`config.mk`:
```
export PLATFORM = sky130hd
export DESIGN_NAME = conv_output_packer
export DESIGN_NICKNAME = d
export VERILOG_FILES = /design/src/rtl/conv_output_packer_pkg.sv /design/src/rtl/conv_output_packer_fifo.sv /design/src/rtl/conv_output_packer.sv
export SDC_FILE = /design/constraint.sdc
export NUM_CORES = 1
export LEC_CHECK = 0
export CAP_MARGIN = 20
export CORE_MARGIN = 1
export CORE_UTILIZATION = 25
export CTS_CLUSTER_DIAMETER = 30
export DETAILED_ROUTE_END_ITERATION = 8
export PLACE_DENSITY_LB_ADDON = 0.25
export SYNTH_ARGS = -nofsm -noshare
export SYNTH_HDL_FRONTEND = slang
export SYNTH_HIERARCHICAL = 1
export SYNTH_SLANG_ARGS = --single-unit
export TNS_END_PERCENT = 10
```
`constraint.sdc`:
```
create_clock -name Clk -period 4.85 [get_ports Clk]
set_input_delay 1.2125 -clock Clk [delete_from_list [all_inputs] [get_ports Clk]]
set_output_delay 1.2125 -clock Clk [all_outputs]
set_load 0.02 [all_outputs]
```
`src/rtl/conv_output_packer_pkg.sv`:
```
// Shared types for the convolution output packer: FSM encodings, the FIFO word
// layout and the byte-enable derivation used for partial words.
package conv_output_packer_pkg;

  typedef enum logic [1:0] {
    PACK_IDLE   = 2'd0,
    PACK_ACTIVE = 2'd1,
    PACK_DRAIN  = 2'd2
  } pack_state_e;

  localparam int unsigned AXIS_WIDTH = 32;
  localparam int unsigned KEEP_WIDTH = AXIS_WIDTH / 8;

  typedef struct packed {
    logic [AXIS_WIDTH-1:0] data;
    logic [KEEP_WIDTH-1:0] keep;
    logic                  last;
  } axis_word_t;

  localparam int unsigned WORD_BITS = $bits(axis_word_t);

  // One keep bit per byte of every filled lane, lowest bytes first.
  function automatic logic [KEEP_WIDTH-1:0] keep_mask(input int unsigned lanes,
                                                      input int unsigned bytes_per_lane);
    logic [KEEP_WIDTH:0] m;
    m = ((KEEP_WIDTH+1)'(1) << (lanes * bytes_per_lane)) - (KEEP_WIDTH+1)'(1);
    return m[KEEP_WIDTH-1:0];
  endfunction

endpackage

```
`src/rtl/conv_output_packer_fifo.sv`:
```
// First-word-fall-through synchronous FIFO; the head entry is visible whenever
// the FIFO is non-empty. Contents are cleared on reset.
module sync_fifo #(
  parameter int WIDTH = 37,
  parameter int DEPTH = 16
) (
  input  logic                       clk,
  input  logic                       rst,
  input  logic                       push,
  input  logic [WIDTH-1:0]           push_data,
  input  logic                       pop,
  output logic [WIDTH-1:0]           pop_data,
  output logic                       empty,
  output logic                       full,
  output logic [$clog2(DEPTH):0]     count
);

  localparam int AW = $clog2(DEPTH);
  localparam int CW = AW + 1;

  logic [WIDTH-1:0] mem [DEPTH];
  logic [AW-1:0]    rd_ptr;
  logic [AW-1:0]    wr_ptr;
  logic [CW-1:0]    cnt;
  logic             do_push;
  logic             do_pop;

  assign empty    = (cnt == '0);
  assign full     = (cnt == CW'(DEPTH));
  assign count    = cnt;
  assign do_pop   = pop && !empty;
  // A full FIFO still takes a word when the head leaves in the same cycle.
  assign do_push  = push && (!full || do_pop);
  assign pop_data = empty ? '0 : mem[rd_ptr];

  always_ff @(posedge clk) begin
    if (rst) begin
      rd_ptr <= '0;
      wr_ptr <= '0;
      cnt    <= '0;
      for (int i = 0; i < DEPTH; i++) mem[i] <= '0;
    end else begin
      if (do_push) begin
        mem[wr_ptr] <= push_data;
        wr_ptr      <= wr_ptr + AW'(1);
      end
      if (do_pop) rd_ptr <= rd_ptr + AW'(1);
      cnt <= cnt + CW'(do_push) - CW'(do_pop);
    end
  end

endmodule

```
`src/rtl/conv_output_packer.sv`:
```
// Scales and saturates convolution results to pixels, packs them into 32-bit
// AXI4-Stream words per line, and buffers them with upstream pause control.
//
// state       | meaning
// PACK_IDLE   | waiting for frame_start with nonzero dimensions
// PACK_ACTIVE | accepting pixels until the last pixel of the frame
// PACK_DRAIN  | pipeline and FIFO emptying until the last word handshakes
module conv_output_packer
  import conv_output_packer_pkg::*;
#(
  parameter int DATA_WIDTH   = 8,
  parameter int FIFO_DEPTH   = 16,
  parameter int PAUSE_MARGIN = 4,
  parameter int DIM_WIDTH    = 16
) (
  input  logic                  Clk,
  input  logic                  Rst,
  input  logic [DIM_WIDTH-1:0]  cfg_out_width,
  input  logic [DIM_WIDTH-1:0]  cfg_out_height,
  input  logic [4:0]            cfg_shift,
  input  logic                  frame_start,
  input  logic [31:0]           cSum,
  input  logic                  cReady,
  output logic [31:0]           m_axis_data,
  output logic                  m_axis_valid,
  input  logic                  m_axis_ready,
  output logic [3:0]            m_axis_keep,
  output logic                  m_axis_last,
  output logic                  pause,
  output logic                  busy,
  output logic                  frame_done,
  output logic                  overflow_err,
  output logic                  cfg_err
);

  localparam int          PIX_PER_WORD   = 32 / DATA_WIDTH;
  localparam int          LANE_W         = (PIX_PER_WORD > 1) ? $clog2(PIX_PER_WORD) : 1;
  localparam int          CNT_W          = $clog2(FIFO_DEPTH) + 1;
  localparam int unsigned BYTES_PER_LANE = DATA_WIDTH / 8;
  localparam logic [32:0] PIX_MAX        = (33'd1 << DATA_WIDTH) - 33'd1;

  pack_state_e state_q, state_d;

  logic [DIM_WIDTH-1:0]  width_q, height_q, col_q, row_q;
  logic [4:0]            shift_q;
  logic                  cfg_ok, start_ok, accept, at_eol, at_eof;

  logic signed [31:0]    shifted;
  logic [DATA_WIDTH-1:0] pix_sat;

  logic                  s1_valid, s1_eol, s1_eof;
  logic [DATA_WIDTH-1:0] s1_pix;

  logic [31:0]           pack_data, pack_merged;
  logic [LANE_W-1:0]     lane_q;
  logic                  word_done;
  axis_word_t            out_word, head_word;
  logic                  out_valid;

  logic                  fifo_empty, fifo_full, pop_hs, push_ok;
  logic [CNT_W-1:0]      fifo_count, next_count;
  logic                  pause_q, overflow_q, cfg_err_q, last_dropped_q;

  assign cfg_ok   = (cfg_out_width != '0) && (cfg_out_height != '0);
  assign start_ok = frame_start && (state_q == PACK_IDLE) && cfg_ok;
  assign accept   = cReady && (state_q == PACK_ACTIVE);
  assign at_eol   = (col_q == width_q - DIM_WIDTH'(1));
  assign at_eof   = at_eol && (row_q == height_q - DIM_WIDTH'(1));

  always_comb begin
    shifted = $signed(cSum) >>> shift_q;
    pix_sat = shifted[DATA_WIDTH-1:0];
    if (shifted[31])                  pix_sat = '0;
    else if ({1'b0, shifted} > PIX_MAX) pix_sat = '1;
  end

  always_comb begin
    pack_merged = pack_data | (32'(s1_pix) << (32'(lane_q) * 32'(DATA_WIDTH)));
    word_done   = s1_valid && (s1_eol || (lane_q == LANE_W'(PIX_PER_WORD - 1)));
  end

  always_ff @(posedge Clk) begin
    if (Rst) begin
      width_q  <= '0;
      height_q <= '0;
      shift_q  <= '0;
      col_q    <= '0;
      row_q    <= '0;
      s1_valid <= 1'b0;
      s1_pix   <= '0;
      s1_eol   <= 1'b0;
      s1_eof   <= 1'b0;
    end else begin
      if (start_ok) begin
        width_q  <= cfg_out_width;
        height_q <= cfg_out_height;
        shift_q  <= cfg_shift;
        col_q    <= '0;
        row_q    <= '0;
      end else if (accept) begin
        col_q <= at_eol ? '0 : col_q + DIM_WIDTH'(1);
        if (at_eol) row_q <= row_q + DIM_WIDTH'(1);
      end
      s1_valid <= accept;
      s1_pix   <= pix_sat;
      s1_eol   <= at_eol;
      s1_eof   <= at_eof;
    end
  end

  // Completed words sit one cycle in out_word before entering the FIFO.
  always_ff @(posedge Clk) begin
    if (Rst) begin
      pack_data <= '0;
      lane_q    <= '0;
      out_valid <= 1'b0;
      out_word  <= '0;
    end else begin
      out_valid <= 1'b0;
      if (word_done) begin
        out_valid <= 1'b1;
        out_word  <= '{data: pack_merged,
                       keep: keep_mask(32'(lane_q) + 32'd1, BYTES_PER_LANE),
                       last: s1_eof};
        pack_data <= '0;
        lane_q    <= '0;
      end else if (s1_valid) begin
        pack_data <= pack_merged;
        lane_q    <= lane_q + LANE_W'(1);
      end
    end
  end

  assign pop_hs     = m_axis_valid && m_axis_ready;
  assign push_ok    = out_valid && (!fifo_full || pop_hs);
  assign next_count = fifo_count + CNT_W'(push_ok) - CNT_W'(pop_hs);

  sync_fifo #(
    .WIDTH (WORD_BITS),
    .DEPTH (FIFO_DEPTH)
  ) u_fifo (
    .clk       (Clk),
    .rst       (Rst),
    .push      (out_valid),
    .push_data (out_word),
    .pop       (pop_hs),
    .pop_data  (head_word),
    .empty     (fifo_empty),
    .full      (fifo_full),
    .count     (fifo_count)
  );

  assign m_axis_valid = !fifo_empty;
  assign m_axis_data  = head_word.data;
  assign m_axis_keep  = head_word.keep;
  assign m_axis_last  = head_word.last;

  always_ff @(posedge Clk) begin
    if (Rst) begin
      pause_q        <= 1'b0;
      overflow_q     <= 1'b0;
      cfg_err_q      <= 1'b0;
      last_dropped_q <= 1'b0;
    end else begin
      pause_q <= (CNT_W'(FIFO_DEPTH) - next_count) <= CNT_W'(PAUSE_MARGIN);
      if ((cReady && !accept) || (out_valid && !push_ok)) overflow_q <= 1'b1;
      if (frame_start && (state_q == PACK_IDLE) && !cfg_ok) cfg_err_q <= 1'b1;
      // A dropped final word can never handshake, so DRAIN must exit without it.
      if (start_ok) last_dropped_q <= 1'b0;
      else if (out_valid && !push_ok && out_word.last) last_dropped_q <= 1'b1;
    end
  end

  always_ff @(posedge Clk) begin
    if (Rst) state_q <= PACK_IDLE;
    else     state_q <= state_d;
  end

  always_comb begin
    state_d    = state_q;
    frame_done = 1'b0;
    case (state_q)
      PACK_IDLE:   if (start_ok) state_d = PACK_ACTIVE;
      PACK_ACTIVE: if (accept && at_eof) state_d = PACK_DRAIN;
      PACK_DRAIN: begin
        if (pop_hs && m_axis_last) begin
          state_d    = PACK_IDLE;
          frame_done = 1'b1;
        end else if (last_dropped_q && fifo_empty && !s1_valid && !out_valid) begin
          state_d = PACK_IDLE;
        end
      end
      default:     state_d = PACK_IDLE;
    endcase
  end

  assign busy         = (state_q != PACK_IDLE);
  assign pause        = pause_q;
  assign overflow_err = overflow_q;
  assign cfg_err      = cfg_err_q;

endmodule

```
# --- Word-level counts from Yosys, hierarchy flattened ---
# Memories as Yosys holds them, arrays and structs flattened. A register that Yosys moved wholly into a read port is not among the register bits.
# Cells that the tools add are included.
op_classes:
  shifts: 3
  n_reduce_logical: 41
  muxes: 21
  eq_ne: 9
  n_bitwise: 1
  magnitude_cmp: 2
  n_addsub: 14
op_table:
  columns: ["operator", "count"]
  rows:
  - ["37-bit 2-to-1 mux", 2]
  - ["37-bit OR reduction", 1]
  - ["16-bit by 1-bit adder with 16-bit output (second input constant)", 2]
  - ["16-bit equality test", 2]
  - ["32-bit by 8-bit greater-than comparator with 1-bit output (second input constant)", 1]
  - ["32-bit OR", 1]
  - ["16-bit nonzero test", 2]
  - ["8-bit by 5-bit left shift with 32-bit output", 1]
  - ["32-bit by 5-bit >>> shifter with 32-bit output", 1]
  - ["16-bit by 1-bit subtractor with 16-bit output (second input constant)", 2]
  - ["1-bit logical AND", 19]
  - ["16-bit 2-to-1 mux", 1]
  - ["4-bit 2-to-1 mux", 3]
  - ["5-bit by 1-bit adder with 5-bit output", 2]
  - ["5-bit by 1-bit subtractor with 5-bit output", 2]
  - ["1-bit 2-to-1 mux", 9]
  - ["4-bit by 1-bit adder with 4-bit output (second input constant)", 2]
  - ["2-bit 2-to-1 mux", 4]
  - ["8-bit 2-to-1 mux", 1]
  - ["1-bit logical NOT", 7]
  - ["2-bit one-hot mux with 3 select lines", 1]
  - ["2-bit OR reduction", 3]
  - ["5-bit equality test (second input constant)", 1]
  - ["5-bit by 3-bit <= comparator with 1-bit output (second input constant)", 1]
  - ["16 further kinds", 20]
totals:
  input_bits: 74
  regBits: 171
  ramBits: 592
  output_inout_bits: 43
  memories: 1
  wordCells: 115
memory_table:
  columns: ["name", "words", "width", "read_ports", "rd_clocked_by_memory_dff", "write_ports", "line_no", "rtl"]
  rows:
  - ["u_fifo.mem", 16, 37, 1, 1, 16, "conv_output_packer_fifo.sv:21", "logic [WIDTH-1:0] mem [DEPTH];"]

# --- Logic depth before layout (Yosys ltp) ---
logic_depth:
  ltp_word: 11
  mapped_depth: 20

# --- Hierarchy ---
# Netlist, hierarchy kept.
by_module_without_submodules:
  columns: ["mod", "cells_per_inst", "seq_area_each_um2", "n_inst", "area_per_inst_um2"]
  rows:
  - ["sync_fifo", 1728, 18117.4, 1, 27505.1]
  - ["conv_output_packer", 1089, 3163.0, 1, 9153.8]

# --- Worst setup path after synthesis ---
# Ideal clock, no wire load.
synth_path:
  path_type: "reg-to-reg"
  startpoint: "register u_fifo.cnt[3] (netlist: u_fifo/count[3])"
  endpoint: "register u_fifo.cnt[4] (netlist: u_fifo/count[4])"
  period_less_slack_ns: 3.908
  stages_incl_launch_ff: 21
  arrival_time_ns: 3.838
  setup_ns: 0.070
  setup_slack_ns: 0.942
  path_buffers: 4
  cell_sequence: "dfxtp_1 -> inv_1 -> ha_1 -> or4b_1 -> buf_2 -> inv_1 -> buf_2 -> inv_1 -> nand2_1 -> inv_1 -> clkbuf_2 -> o21ai_2 -> buf_4 -> ha_1 -> inv_1 -> ha_1 -> fa_1 -> a21oi_1 -> nor2_1 -> or3_1 -> a21oi_1"
synth_between:
  elab_chain_cells: 8
  word_cells_on_any_way: 10
  classes_between: "2 x add/sub; 1 x eq/ne; 7 x reduce/logical"
synth_lines:
  columns: ["item", "line_no", "rtl"]
  rows:
  - ["start: declaration", "conv_output_packer_fifo.sv:24", "logic [CW-1:0] cnt;"]
  - ["start signal: assignment", "conv_output_packer_fifo.sv:48", "cnt <= cnt + CW'(do_push) - CW'(do_pop);"]
  - ["5-bit logical NOT *", "conv_output_packer_fifo.sv:28", "assign empty = (cnt == '0);"]
  - ["net fifo_empty", "conv_output_packer.sv:60", "logic fifo_empty, fifo_full, pop_hs, push_ok;"]
  - ["1-bit logical NOT *", "conv_output_packer.sv:153", "assign m_axis_valid = !fifo_empty;"]
  - ["net m_axis_valid", "conv_output_packer.sv:25", "output logic m_axis_valid,"]
  - ["1-bit logical AND *", "conv_output_packer.sv:134", "assign pop_hs = m_axis_valid && m_axis_ready;"]
  - ["net pop_hs", "conv_output_packer.sv:60", null]
  - ["1-bit logical AND *", "conv_output_packer_fifo.sv:31", "assign do_pop = pop && !empty;"]
  - ["1-bit logical OR", "conv_output_packer_fifo.sv:33", "assign do_push = push && (!full || do_pop);"]
  - ["1-bit logical AND", "conv_output_packer_fifo.sv:33", null]
  - ["5-bit by 1-bit adder with 5-bit output", "conv_output_packer_fifo.sv:48", null]
  - ["5-bit by 1-bit subtractor with 5-bit output *", "conv_output_packer_fifo.sv:48", null]
# Mark *: on every way through the listed nets, which the timed path passes. The rest lies on a longest branch.
# A chain may end at the register's enable or synchronous reset.

# --- Worst setup path after layout ---
layout_path:
  startpoint: "register u_fifo.cnt[2] (netlist: u_fifo/count[2])"
  endpoint: "output port m_axis_keep[0]"
layout_between:
  elab_chain_cells: 2
layout_lines:
  columns: ["item", "line_no", "rtl"]
  rows:
  - ["5-bit logical NOT", "conv_output_packer_fifo.sv:28", null]
  - ["37-bit 2-to-1 mux", "conv_output_packer_fifo.sv:34", "assign pop_data = empty ? '0 : mem[rd_ptr];"]
  - ["end: declaration", "conv_output_packer.sv:27", "output logic [3:0] m_axis_keep,"]
# No other way between the ends.

==> metrics.sh <==
STATUS='completed'
WORSTSKEWPAIRLATENCY_NS=0.81
LEAKAGEPOWER_uW=0.01649
VIA_PER_INST=4.646
PWR_DENSITY_CELL_nW_PER_UM2=502.8
SETUP_TOTAL_NEGATIVE_SLACK_NS=0
GRT_START_MAX_NET_PINS=52
GRT_USE_MET3_PCT=2.985
REMAINING_DESIGN_RULE_VIOLATION_COUNT=0
TIMING.CRITICAL_PATH.SLOWEST_STAGE_CELL='sky130_fd_sc_hd__clkdlybuf4s50_1'
CTSLONGESTPATHBUFFERS=3
WORST_EP_ARRIVAL_TIME_NS=3.50
WIRE_LENGTH_AFTER_DETAILED_ROUTING_UM=111200
HOLD_VIOL_FINAL=0
NUM_VIAS=23450
NUMBER_OF_NETS_STILL_FAILING_ANTENNA_CHECKS_AFTER_ROUTING=0
CLK_PIN_SLEW_WORST_PATHS_NS=0.04
SW_FRAC_OF_TOTAL_PCT=25.85
WORSTSETUPENDPOINTTYPE='primary output'
POSTSYNTH.TOPFLOPCELL='sky130_fd_sc_hd__edfxtp_1'
CPPEAKSTAGEDELAY_NS=0.57
P_SW_uW=6097
FINALWORSTSETUPSLACK_NS=0.1402
SLEW_VIOL_FINAL=0
FILLERS=14262
PIN_COUNT=117
WORST-ENDPOINT-REQUIRED_NS=3.64
SYNTHESIZED_FLOP_AND_LATCH_TOTAL=767
WORSTHOLDPATHTYPE='reg -> reg'
GRT_SETUP_UNREPAIRED='no'
MOST_COMMON_CELL_IN_THE_SYNTHESIZED_NETLIST='sky130_fd_sc_hd__and2_1'
DRT_PRE_ANTENNA_ITERS=5
CORE_UM2=145600
LAYOUT.NETS=3069
CTS-BUFFERS-INSERTED=188
SYNTH.TOP_CELL.AREA_SHARE_PCT=48.49
HPWLAFTERDP_UM=64020
PROPORTION_OF_SYNTHESIZED_CHIP_AREA_IN_SEQUENTIAL_CELLS_PCT=58.05
SHARE_COMB_OF_TOTAL_POWER_PCT=14.5
MET1_TRACK_USAGE_GR_PCT=19.89
STARTPOINT_CLASS='flip-flop'
SYNTHESIS.INSTANCES=2817
SETUP_VIOL_COUNT_FINAL=0
NUMBER_OF_GLOBAL_ROUTE_VIAS_BEFORE_REPAIR=24141
DRV_CAP=0
CLOCK_SINKS=767
GRT-OVFL-TOTAL=0
PLACEMENTROWS=140
LAYOUT-DRIVE-GT1-SHARE_PCT=20.48
SYNTH_TOP_CELL_BY_AREA='sky130_fd_sc_hd__edfxtp_1'
INSERTEDDIODECOUNT=0
GP_ROUTABILITY_CONGESTION=0.7615
PLACE.PORT_BUFFERS=116
DIE_WIDTH_UM=384.9
VDD_IR_DROP_MAX_mV=0.3149
WL_PER_CELL_UM=22.03
FMAX_MHz=212.3
INITIAL_CORE_UTIL_PCT=25.18
DRT_ITER0_DRC=1797
AVGSYNTHCELLAREA_UM2=13.01
CP_MAX_FO=13
SYNTHESIS.NETS=2917
DISTINCT_CELL_TYPE_COUNT_AFTER_SYNTHESIS=81
WORST-SETUP-PATH-TYPE='reg -> out'
PLACE_WORST_SETUP_SLACK_NS=0.1770
POWER.SEQUENTIAL.FRACTION_PCT=32.0
YS_TOP_CELLS_BY_COUNT='598 x sky130_fd_sc_hd__and2_1, 592 x sky130_fd_sc_hd__edfxtp_1, 196 x sky130_fd_sc_hd__nor2_1, 176 x sky130_fd_sc_hd__clkbuf_1, 175 x sky130_fd_sc_hd__dfxtp_1'
SYNTH-EDFF-COUNT=592
CTS_HOLD_BUF=0
MAXSLEWHEADROOM_PCT=32.13
MULTIINPUTGATEAREA_UM2=14330
CTS-HTREE-LEVELS=4
YS_WARN_COUNT=6
CHIPHEIGHT_UM=384.9
FLOW.AREA_GROWTH_FROM_SYNTHESIS_PCT=27.96
CRIT_TOP_CELL='sky130_fd_sc_hd__buf_4'
WORST_CLOCK_SKEW_NS=0.06789
CP_NUM_BUF_INV=4
CLOCKPOWERSHARE_PCT=53.6
ANTENNA_VIOLATIONS_BEFORE_REPAIR=7
BUSIEST_LAYER='met2'
CTS_TREE='done'
CP_CELL_SEQUENCE='inv_1 -> ha_1 -> or4b_4 -> and3_4 -> buf_4 -> buf_4 -> a221o_1 -> clkdlybuf4s50_1'
GRT_UTIL_MET2_PCT=24.96
TIGHTEST_SLEW_NS=1.014
SYNTHARSTFLOPSHARE_PCT=0
MIN_PERIOD_OVER_PERIOD_PCT=97.11
GRT_USAGE_PCT=15.08
GRT_PASS1_WL_UM=164600
ROOT_BUFFER='sky130_fd_sc_hd__clkbuf_16'
TIMING.REG2REG.SETUP_SLACK_NS=0.93
POST-ROUTE-MIN-PERIOD_NS=4.710
DIE-AREA_UM2=148200
CP_TOP_FAMILY='buffers and inverters'
SEQUENTIAL_CELL_AREA_UM2=21300
INTERNAL-POWER_uW=17490
NETLIST_TOP_CELLS_AREA='sky130_fd_sc_hd__edfxtp_1 48%, sky130_fd_sc_hd__mux4_2 10%, sky130_fd_sc_hd__and2_1 10%, sky130_fd_sc_hd__dfxtp_1 9.6%, sky130_fd_sc_hd__mux2i_1 2.8%'
MAPPEDNETLISTAREA_UM2=36660
[stage by stage]
stage	power (µW)	utilization (%)	hold slack [ns]	cells	instance area (µm²)
floorplan	9760	-	0.4174	2817	36660
global placement	11070	27.64	0.4466	4689	40240
detailed placement	11070	27.64	0.4565	4689	40240
CTS	23850	32.19	0.4628	5044	46850
global route	24460	32.22	0.4831	5047	46910
finish	23590	32.22	0.4573	5047	46910
[state kept, by name, indices dropped and copies added (netlist names), named ones only]
register	cells
u_fifo/mem	592
out_word	37
pack_data	32
col_q	16
height_q	16
row_q	16
width_q	16
s1_pix	8
shift_q	5
u_fifo/count	5
u_fifo/rd_ptr	4
u_fifo/wr_ptr	4
lane_q	2
state_q	2
cfg_err	1
last_dropped_q	1
out_valid	1
overflow_err	1
pause	1
s1_eof	1
s1_eol	1
s1_valid	1
[cell families after synthesis]
family,share of synthesized area (%)
simple gates,17.48
flops,58.05
mux,13.56
buf+inv,3.198
compound gates,5.324
xor+xnor,1.457
fa+ha+maj,0.9284
[worst min-delay path: stages (launching register included)]
cell	delay, ns
sky130_fd_sc_hd__dfxtp_1	0.30
sky130_fd_sc_hd__inv_1	0.05
sky130_fd_sc_hd__a31oi_1	0.06
[cell usage in the layout, fill, tap and decap left out, types with 11 or more instances in the layout]
cell type	instances
sky130_fd_sc_hd__nor4_1	13
sky130_fd_sc_hd__clkinv_1	27
sky130_fd_sc_hd__a211oi_1	41
sky130_fd_sc_hd__clkinvlp_4	13
sky130_fd_sc_hd__o21ai_0	20
sky130_fd_sc_hd__buf_12	28
sky130_fd_sc_hd__a221o_1	37
sky130_fd_sc_hd__inv_1	33
sky130_fd_sc_hd__nand2b_1	13
sky130_fd_sc_hd__xnor2_1	30
sky130_fd_sc_hd__clkdlybuf4s50_1	113
sky130_fd_sc_hd__edfxtp_1	592
sky130_fd_sc_hd__clkbuf_1	28
sky130_fd_sc_hd__nor3_1	87
sky130_fd_sc_hd__nor2_1	195
sky130_fd_sc_hd__bufinv_16	21
sky130_fd_sc_hd__and3_1	11
sky130_fd_sc_hd__clkinv_2	37
sky130_fd_sc_hd__xor2_1	31
sky130_fd_sc_hd__and2_1	598
sky130_fd_sc_hd__nand2_1	83
sky130_fd_sc_hd__ha_1	24
sky130_fd_sc_hd__buf_4	61
sky130_fd_sc_hd__a21oi_1	36
sky130_fd_sc_hd__mux2_2	11
sky130_fd_sc_hd__a31oi_1	44
sky130_fd_sc_hd__nor3_2	12
sky130_fd_sc_hd__mux4_2	169
sky130_fd_sc_hd__clkbuf_8	11
sky130_fd_sc_hd__clkbuf_16	193
sky130_fd_sc_hd__mux2i_1	104
sky130_fd_sc_hd__or2_2	20
sky130_fd_sc_hd__nand4_1	14
sky130_fd_sc_hd__or4_1	17
sky130_fd_sc_hd__dfxtp_1	168
sky130_fd_sc_hd__nand3_1	17
[power by group through the flow]
stage / combinational, µW / clock (µW) / sequential, µW
after floorplan: 2210 / 0 / 7550
after global placement: 3390 / 0 / 7680
after detailed placement: 3390 / 0 / 7680
after CTS: 3430 / 12900 / 7560
after global routing: 3660 / 13200 / 7580
final: 3410 / 12600 / 7540
[final timing paths]
check / from / end / cells after the start
setup / recovery: u_fifo/count[2] / m_axis_keep[0] / 8
hold / removal: overflow_err / overflow_err / 2
setup reg to reg: width_q[0] / state_q[0] / 9
hold reg to reg: overflow_err / overflow_err / 2
[layout make-up]
| class | count | area share (%) |
|---|---|---|
| clock buffer | 232 | 10.84 |
| clock inverter | 119 | 3.094 |
| timing repair buffer | 205 | 4.727 |
| sequential | 767 | 45.40 |
| tap | 1917 | 5.113 |
| inverter | 35 | 0.2801 |
| multi-input combinational | 1772 | 30.54 |
[layer usage]
metal / up-vias / wire length [µm]
met3: 133 / 5895
li1: 10805 / -
met1: 11871 / 49800
met5: - / 0
met2: 641 / 53510
met4: 0 / 2004
[repair_timing]
item | CTS | global route
endpoints found under the setup margin | 15 | 6
setup buffers | 4 | 3
pin swaps | 1 | 0
gates cloned | 0 | 0
gates resized for setup | 3 | 4
(Power assumes the default switching activity.)
